--- src/rtl/adc_sim.sv ---
`timescale 1ns/1ps
`default_nettype none
// +------------------------------------------------------------------------+
// | adc_sim : behavioural 8-bit ADC answering a req/rdy four-phase          |
// |           handshake with a repeatable triangle waveform.                |
// |           Optional ADC_SPIKE_EN replaces one conversion with a spike.   |
// | Revision: 1.0                                                           |
// +------------------------------------------------------------------------+
module adc_sim #(
  parameter int unsigned         DATA_W      = 8,
  parameter int unsigned         CONV_CYCLES = 4,
  parameter logic [DATA_W-1:0]   LOW         = 8'h20,
  parameter logic [DATA_W-1:0]   HIGH        = 8'h60,
  parameter logic [DATA_W-1:0]   STEP        = 8'h10,
  parameter logic [15:0]         SPIKE_IDX   = 16'd10,
  parameter logic [DATA_W-1:0]   SPIKE_VAL   = 8'hFF
) (
  input  logic              clk,
  input  logic              rst,
  input  logic              req_i,
  output logic              rdy_o,
  output logic [DATA_W-1:0] dat_o,
  output logic              busy_o
);

  typedef enum logic [1:0] {
    S_IDLE = 2'd0,
    S_CONV = 2'd1,
    S_DONE = 2'd2
  } state_t;

  state_t              state_q, state_d;
  logic [7:0]          lat_cnt_q, lat_cnt_d;
  logic [DATA_W-1:0]   wave_q, wave_d;
  logic                dir_dn_q, dir_dn_d;
  logic [15:0]         conv_cnt_q, conv_cnt_d;
  logic                rdy_q, rdy_d;
  logic [DATA_W-1:0]   dat_q, dat_d;
  logic                busy_q, busy_d;

  logic [DATA_W:0]     w_up_sum;
  logic [DATA_W:0]     w_dn_diff;
  logic [DATA_W-1:0]   w_sample;
  logic                w_complete;

  // One extra bit so the step can never wrap past the rails.
  assign w_up_sum   = {1'b0, wave_q} + {1'b0, STEP};
  assign w_dn_diff  = {1'b0, wave_q} - {1'b0, STEP};
  assign w_complete = (state_q == S_CONV) && req_i && (lat_cnt_q == 8'd0);

`ifdef ADC_SPIKE_EN
  logic spiked_q;
  logic w_spike;

  // The flag keeps a saturated counter from spiking more than once.
  assign w_spike  = (conv_cnt_q == SPIKE_IDX) && !spiked_q;
  assign w_sample = w_spike ? SPIKE_VAL : wave_q;

  always_ff @(posedge clk or posedge rst) begin
    if (rst) begin
      spiked_q <= 1'b0;
    end else if (w_complete && w_spike) begin
      spiked_q <= 1'b1;
    end
  end
`else
  logic unused_spike;
  assign unused_spike = ^{SPIKE_IDX, SPIKE_VAL};
  assign w_sample     = wave_q;
`endif

  always_comb begin
    state_d    = state_q;
    lat_cnt_d  = lat_cnt_q;
    wave_d     = wave_q;
    dir_dn_d   = dir_dn_q;
    conv_cnt_d = conv_cnt_q;
    rdy_d      = rdy_q;
    dat_d      = dat_q;
    busy_d     = busy_q;
    case (state_q)
      S_IDLE: begin
        rdy_d = 1'b0;
        if (req_i) begin
          state_d   = S_CONV;
          lat_cnt_d = 8'(CONV_CYCLES - 1);
          busy_d    = 1'b1;
        end
      end
      S_CONV: begin
        if (!req_i) begin
          state_d = S_IDLE;
          busy_d  = 1'b0;
        end else if (lat_cnt_q != 8'd0) begin
          lat_cnt_d = lat_cnt_q - 8'd1;
        end else begin
          state_d = S_DONE;
          dat_d   = w_sample;
          rdy_d   = 1'b1;
          busy_d  = 1'b0;
          if (conv_cnt_q != 16'hFFFF) begin
            conv_cnt_d = conv_cnt_q + 16'd1;
          end
          if (!dir_dn_q) begin
            if (w_up_sum >= {1'b0, HIGH}) begin
              wave_d   = HIGH;
              dir_dn_d = 1'b1;
            end else begin
              wave_d   = w_up_sum[DATA_W-1:0];
            end
          end else begin
            if ($signed(w_dn_diff) <= $signed({1'b0, LOW})) begin
              wave_d   = LOW;
              dir_dn_d = 1'b0;
            end else begin
              wave_d   = w_dn_diff[DATA_W-1:0];
            end
          end
        end
      end
      S_DONE: begin
        if (!req_i) begin
          state_d = S_IDLE;
          rdy_d   = 1'b0;
        end
      end
      default: begin
        state_d = S_IDLE;
        rdy_d   = 1'b0;
        busy_d  = 1'b0;
      end
    endcase
  end

  always_ff @(posedge clk or posedge rst) begin
    if (rst) begin
      state_q    <= S_IDLE;
      lat_cnt_q  <= 8'd0;
      wave_q     <= LOW;
      dir_dn_q   <= 1'b0;
      conv_cnt_q <= 16'd0;
      rdy_q      <= 1'b0;
      dat_q      <= '0;
      busy_q     <= 1'b0;
    end else begin
      state_q    <= state_d;
      lat_cnt_q  <= lat_cnt_d;
      wave_q     <= wave_d;
      dir_dn_q   <= dir_dn_d;
      conv_cnt_q <= conv_cnt_d;
      rdy_q      <= rdy_d;
      dat_q      <= dat_d;
      busy_q     <= busy_d;
    end
  end

  assign rdy_o  = rdy_q;
  assign dat_o  = dat_q;
  assign busy_o = busy_q;

endmodule
`default_nettype wire

--- config.mk ---
export PLATFORM = sky130hd
export DESIGN_NAME = adc_sim
export DESIGN_NICKNAME = d
export VERILOG_FILES = /design/src/rtl/adc_sim.sv
export SDC_FILE = /design/constraint.sdc
export NUM_CORES = 1
export LEC_CHECK = 0
export BUFFER_PORTS_ARGS = -buffer_cell sky130_fd_sc_hd__buf_2
export CORE_UTILIZATION = 57
export CTS_CLUSTER_SIZE = 10
export DETAILED_ROUTE_END_ITERATION = 10
export GPL_ROUTABILITY_DRIVEN = 0
export PLACE_DENSITY_LB_ADDON = 0.12
export SLEW_MARGIN = 25
export SYNTH_ARGS = -nofsm -noshare
export SYNTH_HDL_FRONTEND = slang
export SYNTH_SLANG_ARGS = --single-unit
--- constraint.sdc ---
create_clock -name clk -period 2.4 [get_ports clk]
set_input_delay 0.36 -clock clk [delete_from_list [all_inputs] [get_ports clk]]
set_output_delay 0.36 -clock clk [all_outputs]
set_load 0.02 [all_outputs]
==> impl_metrics.yaml, run 1 <==
run_status:
  status: "complete, no violations"
routing:
  met3WireLength_um: 65
  finalWirelength_mm: 2.47
  highest_layer: "met4"
  drt_first_iter_violations: 20
  wl_met1_mm: 1.09
  wl_per_cell_um: 14.4
  dr.pass1.iters: 4
  ant_nets: 0
  avgViaCountPerCell: 5.97
  drc: 0
  vias: 1021
  dr_wl_met2_mm: 1.28
critical_path:
  critPathKind: "reg -> reg"
  crit_slowest_cell: "dfstp_2"
  cp_top_family: "compound AO/OA/AOI/OAI gates"
  crit_chain: "inv_1 > ha_1 > o2bb2ai_1 > o41ai_1 > a21oi_1 > a221o_1"
  endpoint_kind: "flop"
  critPathMaxFanout: 8
  worstPathArrival_ns: 2.42
  start_kind: "flop"
  crit_buf_inv: 1
  required_ns: 2.61
  cpPeakStageDelay_ns: 0.63
synth:
  synth_top_area_cell: "dfrtp_1"
  ys_types: 47
  synth_top_cells_by_count: "dfrtp_1 (20), a21oi_1 (9)"
  ys_ff_latch: 21
  synth_sequential_area_ratio_pct: 40.9
  avgSynthCellArea_um2: 9.40
  synth_top_cell_area_share_pct: 38.9
  yosysMostFrequentCell: "dfrtp_1"
  ys.flop_type: "dfrtp_1"
  synth_cells: 137
  syn-cell-area_mm2: 0.00129
  synth_warnings: 0
  synth_edf_count: 0
  synthTopCellsByArea: "dfrtp_1 (39%), ha_1 (5.8%), nor2b_1 (3.9%), a21oi_1 (3.5%), o21ai_0 (3.1%)"
  async_reset_ff_share_pct: 100
clocking:
  clock_latency_ns: 0.31
  cts_tree: "yes"
  clk_path_buf_depth: 2
  cts-hold-fix-buffers: 0
  post_cts_resized: 0
  cts.clk_slew.worst_paths_ns: 0.13
  cts_max_level: 1
  post_cts_buffers: 0
  clock-sinks: 21
  numCtsBuffers: 3
  root_buffer: "clkbuf_4"
power:
  p_sw_share_pct: 44.5
  p_switching_w: 0.000622
  power_density_mw_per_mm2: 1040
  p_clk_share_pct: 12.6
  p_leak_nw: 0.613
  seqPwrFrac_pct: 43.2
  internal-power_w: 0.000776
  power_w: 0.00140
  comb_power_share_pct: 44.2
  ir_drop_uv: 621
timing:
  final-setup-viol-count: 0
  setup_slack_ns: 0.192
  fin_worst_skew_ns: 0.00674
  finalHoldViolCount: 0
  rsz0062_at_grt: "false"
  finalMaxSlewViolations: 0
  fmax_ghz: 0.453
  fin_tns_setup_ns: 0
  post-route-min-period_ns: 2.21
  worstMarginPinSlew_ns: 0.794
  period_share_pct: 92.0
  slew_headroom_pct: 47.0
finish:
  multi_input_area_um2: 688
  final_util_pct: 65.9
  drive_above_1_share_pct: 14.6
  final_nets: 154
  area_growth_pct: 4.57
  regArea_um2: 527
  nFillCells: 181
  final_cell_count_no_fill: 171
  antenna_cells: 0
die:
  initial_core_util_pct: 63.1
  ioPinCount: 13
  rows: 16
  die_x_um: 49.5
  die_area_mm2: 0.00245
  core-area_mm2: 0.00204
  die_h_um: 49.5
placement:
  place_inst: 167
  place_ws_ns: 0.233
  dp_hpwl_mm: 1.80
  port_buffers: 8
run:
  maxCapViolCount: 0
global_route:
  grt_pass1_vias: 998
  grt_max_degree: 22
  grt_antenna_before_repair: 0
  track_usage_pct: 23.0
  grt_pass1_wl_mm: 4.28
  grt-ovfl-total: 0
worst_hold_path:
  hold_path_class: "in -> async"
worst paths after layout:
| path | end | slack, ns | cells past startpoint | from |
|---|---|---|---|---|
| min in group clk | state_q[1] | 0.34 | 2 | req_i |
| max reg2reg | w_sample[6] | 0.19 | 6 | w_sample[5] |
| max | w_sample[6] | 0.19 | 6 | w_sample[5] |
| min | lat_cnt_q[7] | 0.17 | 2 | rst |
| max in group asynchronous | dat_o[6] | 1.73 | 2 | rst |
| min reg2reg | dat_o[6] | 0.49 | 2 | dat_o[6] |
cell type report:
type | count | area share, %
clock buffer | 3 | 1.67
multi-input combinational | 103 | 51.1
timing repair buffer | 8 | 2.97
tap | 27 | 2.51
clock inverter | 1 | 0.372
sequential | 21 | 39.1
inverter | 8 | 2.23
registers in the layout, summed over array words and instances (netlist names):
name,cells
busy_o,1
dat_o,4
dir_dn_q,1
lat_cnt_q,8
rdy_o,1
state_q,2
w_sample,4
worst register-to-register path, cell delays in order, from the launching register on:
cell       delay [ns]
dfstp_2          0.63
inv_1            0.11
ha_1             0.34
o2bb2ai_1        0.12
o41ai_1          0.34
a21oi_1          0.21
a221o_1          0.36
cells in the final DEF, fill, tap and decap left out, drive strengths merged, types with 2 or more instances in the layout:
cell / instances
nor4: 4
o22ai: 2
nor2b: 8
inv: 8
a31o: 2
a21oi: 9
xor2: 2
dfrtp: 20
nor2: 8
o21ba: 2
or4: 3
ha: 6
nand2b: 3
a31oi: 3
nand3: 2
o31ai: 2
buf: 8
clkbuf: 3
or3: 4
o21ai: 10
mux2i: 2
conb: 4
nand2: 7
layer usage:
metal,track usage [%],up-vias
li1,-,512
met1,27.0,487
met2,40.1,18
met3,4.32,4
met4,10.5,0
met5,0,-
power by group through the flow:
| stage | clock (W) | sequential [W] | combinational (W) |
|---|---|---|---|
| finish | 0.000177 | 0.000603 | 0.000618 |
| global route | 0.000197 | 0.000620 | 0.000689 |
| CTS | 0.000182 | 0.000601 | 0.000614 |
| detailed placement | 0 | 0.000608 | 0.000610 |
| global placement | 0 | 0.000600 | 0.000598 |
| floorplan | 0 | 0.000598 | 0.000474 |
through the flow:
stage	area, um2	hold WS [ns]
3_3_place_gp	1320	0.449
5_1_grt	1350	0.253
3_5_place_dp	1320	0.462
2_1_floorplan	1300	0.336
4_1_cts	1350	0.199
6_report	1350	0.174
cell families after synthesis:
logic type | Yosys count | share of synthesized area, %
AND/OR/NAND/NOR | 47 | 21.5
AO/OA/AOI/OAI | 41 | 21.2
flip-flops | 21 | 40.9
buffers and inverters | 16 | 6.51
adder cells (fa/ha/maj) | 6 | 5.83
multiplexers | 3 | 2.43
XOR/XNOR | 2 | 1.36
other | 1 | 0.291
(Power assumes the default switching activity.)
==> inputs of run 2 (changes only) <==
Settings changed: CORE_UTILIZATION 57 to 50.
==> run 2 against run 1 <==
Compared with the run above: routed wire length increased by 1.8%; count of clock-buffer cells in the layout increased by 1; clock skew about the same; final cell count increased by 2.3%; largest cell class unchanged.
==> impl_metrics.yaml, run 2 (synthesis results as in run 1) <==
clocking:
  clock_latency_ns: 0.31
  clk_path_buf_depth: 2
  clock-sinks: 21
  post_cts_buffers: 0
  cts_max_level: 1
  root_buffer: "clkbuf_4"
  cts-hold-fix-buffers: 0
  cts_tree: "yes"
  numCtsBuffers: 3
  cts.clk_slew.worst_paths_ns: 0.12
die:
  rows: 18
  core-area_mm2: 0.00245
  die_x_um: 52.7
  die_area_mm2: 0.00278
  ioPinCount: 13
  die_h_um: 52.7
  initial_core_util_pct: 52.4
timing:
  finalMaxSlewViolations: 0
  fin_tns_setup_ns: 0
  slew_headroom_pct: 44.9
  rsz0062_at_grt: "false"
  final-setup-viol-count: 0
  finalHoldViolCount: 0
  setup_slack_ns: 0.141
  fmax_ghz: 0.443
  fin_worst_skew_ns: 0.00647
  hold_ws_ns: 0.189
  post-route-min-period_ns: 2.26
  period_share_pct: 94.1
  worstMarginPinSlew_ns: 0.825
critical_path:
  start_kind: "flop"
  crit_slowest_cell: "dfstp_2"
  r2r_end: "w_sample[6]"
  endpoint_kind: "flop"
  worstPathArrival_ns: 2.46
  rrSetupSlack_ns: 0.14
  reg2reg_from: "w_sample[5]"
  cpPeakStageDelay_ns: 0.64
  critPathMaxFanout: 8
  critPathKind: "reg -> reg"
  required_ns: 2.61
  crit_chain: "inv_1 > ha_1 > o2bb2ai_1 > o31ai_1 > a21oi_1 > a221o_1"
  worstRegToRegCells: 6
global_route:
  track_usage_pct: 21.5
  grt_pass1_wl_mm: 4.31
  grt-ovfl-total: 0
  grt_max_degree: 22
  grt_pass1_vias: 973
  grt_antenna_before_repair: 0
routing:
  drt_first_iter_violations: 22
  drc: 0
  avgViaCountPerCell: 6.03
  ant_nets: 0
  dr.pass1.iters: 4
  wl_per_cell_um: 14.3
  vias: 1055
  finalWirelength_mm: 2.51
finish:
  final_util_pct: 55.6
  final_cell_mix: "dfrtp_1 (20), a21oi_1 (9)"
  drive_above_1_share_pct: 15.2
  final_nets: 155
  area_growth_pct: 5.93
  largest_reg_flops: 8
  layout_commonest_cell: "dfrtp_1"
  antenna_cells: 0
  largest_register: "lat_cnt_q"
worst_hold_path:
  hold_path_class: "in -> async"
run:
  maxCapViolCount: 0
placement:
  place_ws_ns: 0.174
  port_buffers: 8
  dp_hpwl_mm: 1.85
power:
  power_density_mw_per_mm2: 1040
  p_leak_nw: 0.619
  ir_drop_uv: 494
run_status:
  status: "complete, no violations"
[run 2: through the flow]
| step | area (um2) | power [W] | std cells |
|---|---|---|---|
| floorplan | 1300 | 0.00107 | 140 |
| global placement | 1330 | 0.00122 | 171 |
| detailed placement | 1330 | 0.00123 | 171 |
| CTS | 1360 | 0.00141 | 175 |
| global route | 1360 | 0.00154 | 175 |
| finish | 1360 | 0.00142 | 175 |
[run 2: cell type report]
| type | count | area, um2 |
|---|---|---|
| repair buffers | 9 | 47.5 |
| clock buffers | 4 | 26.3 |
| flip-flops and latches | 21 | 527 |
| inverters | 8 | 30.0 |
| well taps | 30 | 37.5 |
| multi-input cells | 103 | 696 |
| fillers | 231 | 1090 |
[run 2: critical path, delay by kind of cell (launching register included)]
| family | cells | cell delay (ns) |
|---|---|---|
| AO/OA/AOI/OAI | 4 | 1.07 |
| flip-flops | 1 | 0.64 |
| buffers and inverters | 1 | 0.10 |
| adder cells (fa/ha/maj) | 1 | 0.34 |
[run 2: power breakdown]
part,switching (W),internal (W),total (W),leakage [nW]
Combinational,0.000392,0.000270,0.000663,0.344
Clock,0.000109,0.0000648,0.000174,0.0150
Sequential,0.000127,0.000458,0.000585,0.260
Total,0.000628,0.000793,0.00142,0.619
[run 2: layer usage]
metal  vias to the layer above  global-route usage [%]  routed length (um)
li1                        509                       -                   -
met1                       509                    26.4                1120
met2                        27                    35.4                1240
met3                        10                    3.77                  91
met4                         0                    11.4                  57
met5                         -                       0                   0
[run 2: timing repair]
action	4_1_cts	5_1_grt
gates resized for setup	0	1
endpoints found under the hold margin	0	0
setup endpoints to repair	0	2
[run 2: worst max-delay path by stage]
stage,startpoint,end
finish,w_sample[5],w_sample[6]
floorplan,lat_cnt_q[0],w_sample[6]
global placement,w_sample[5],w_sample[6]
detailed placement,w_sample[5],w_sample[6]
global route,w_sample[5],w_sample[6]
CTS,w_sample[5],w_sample[6]
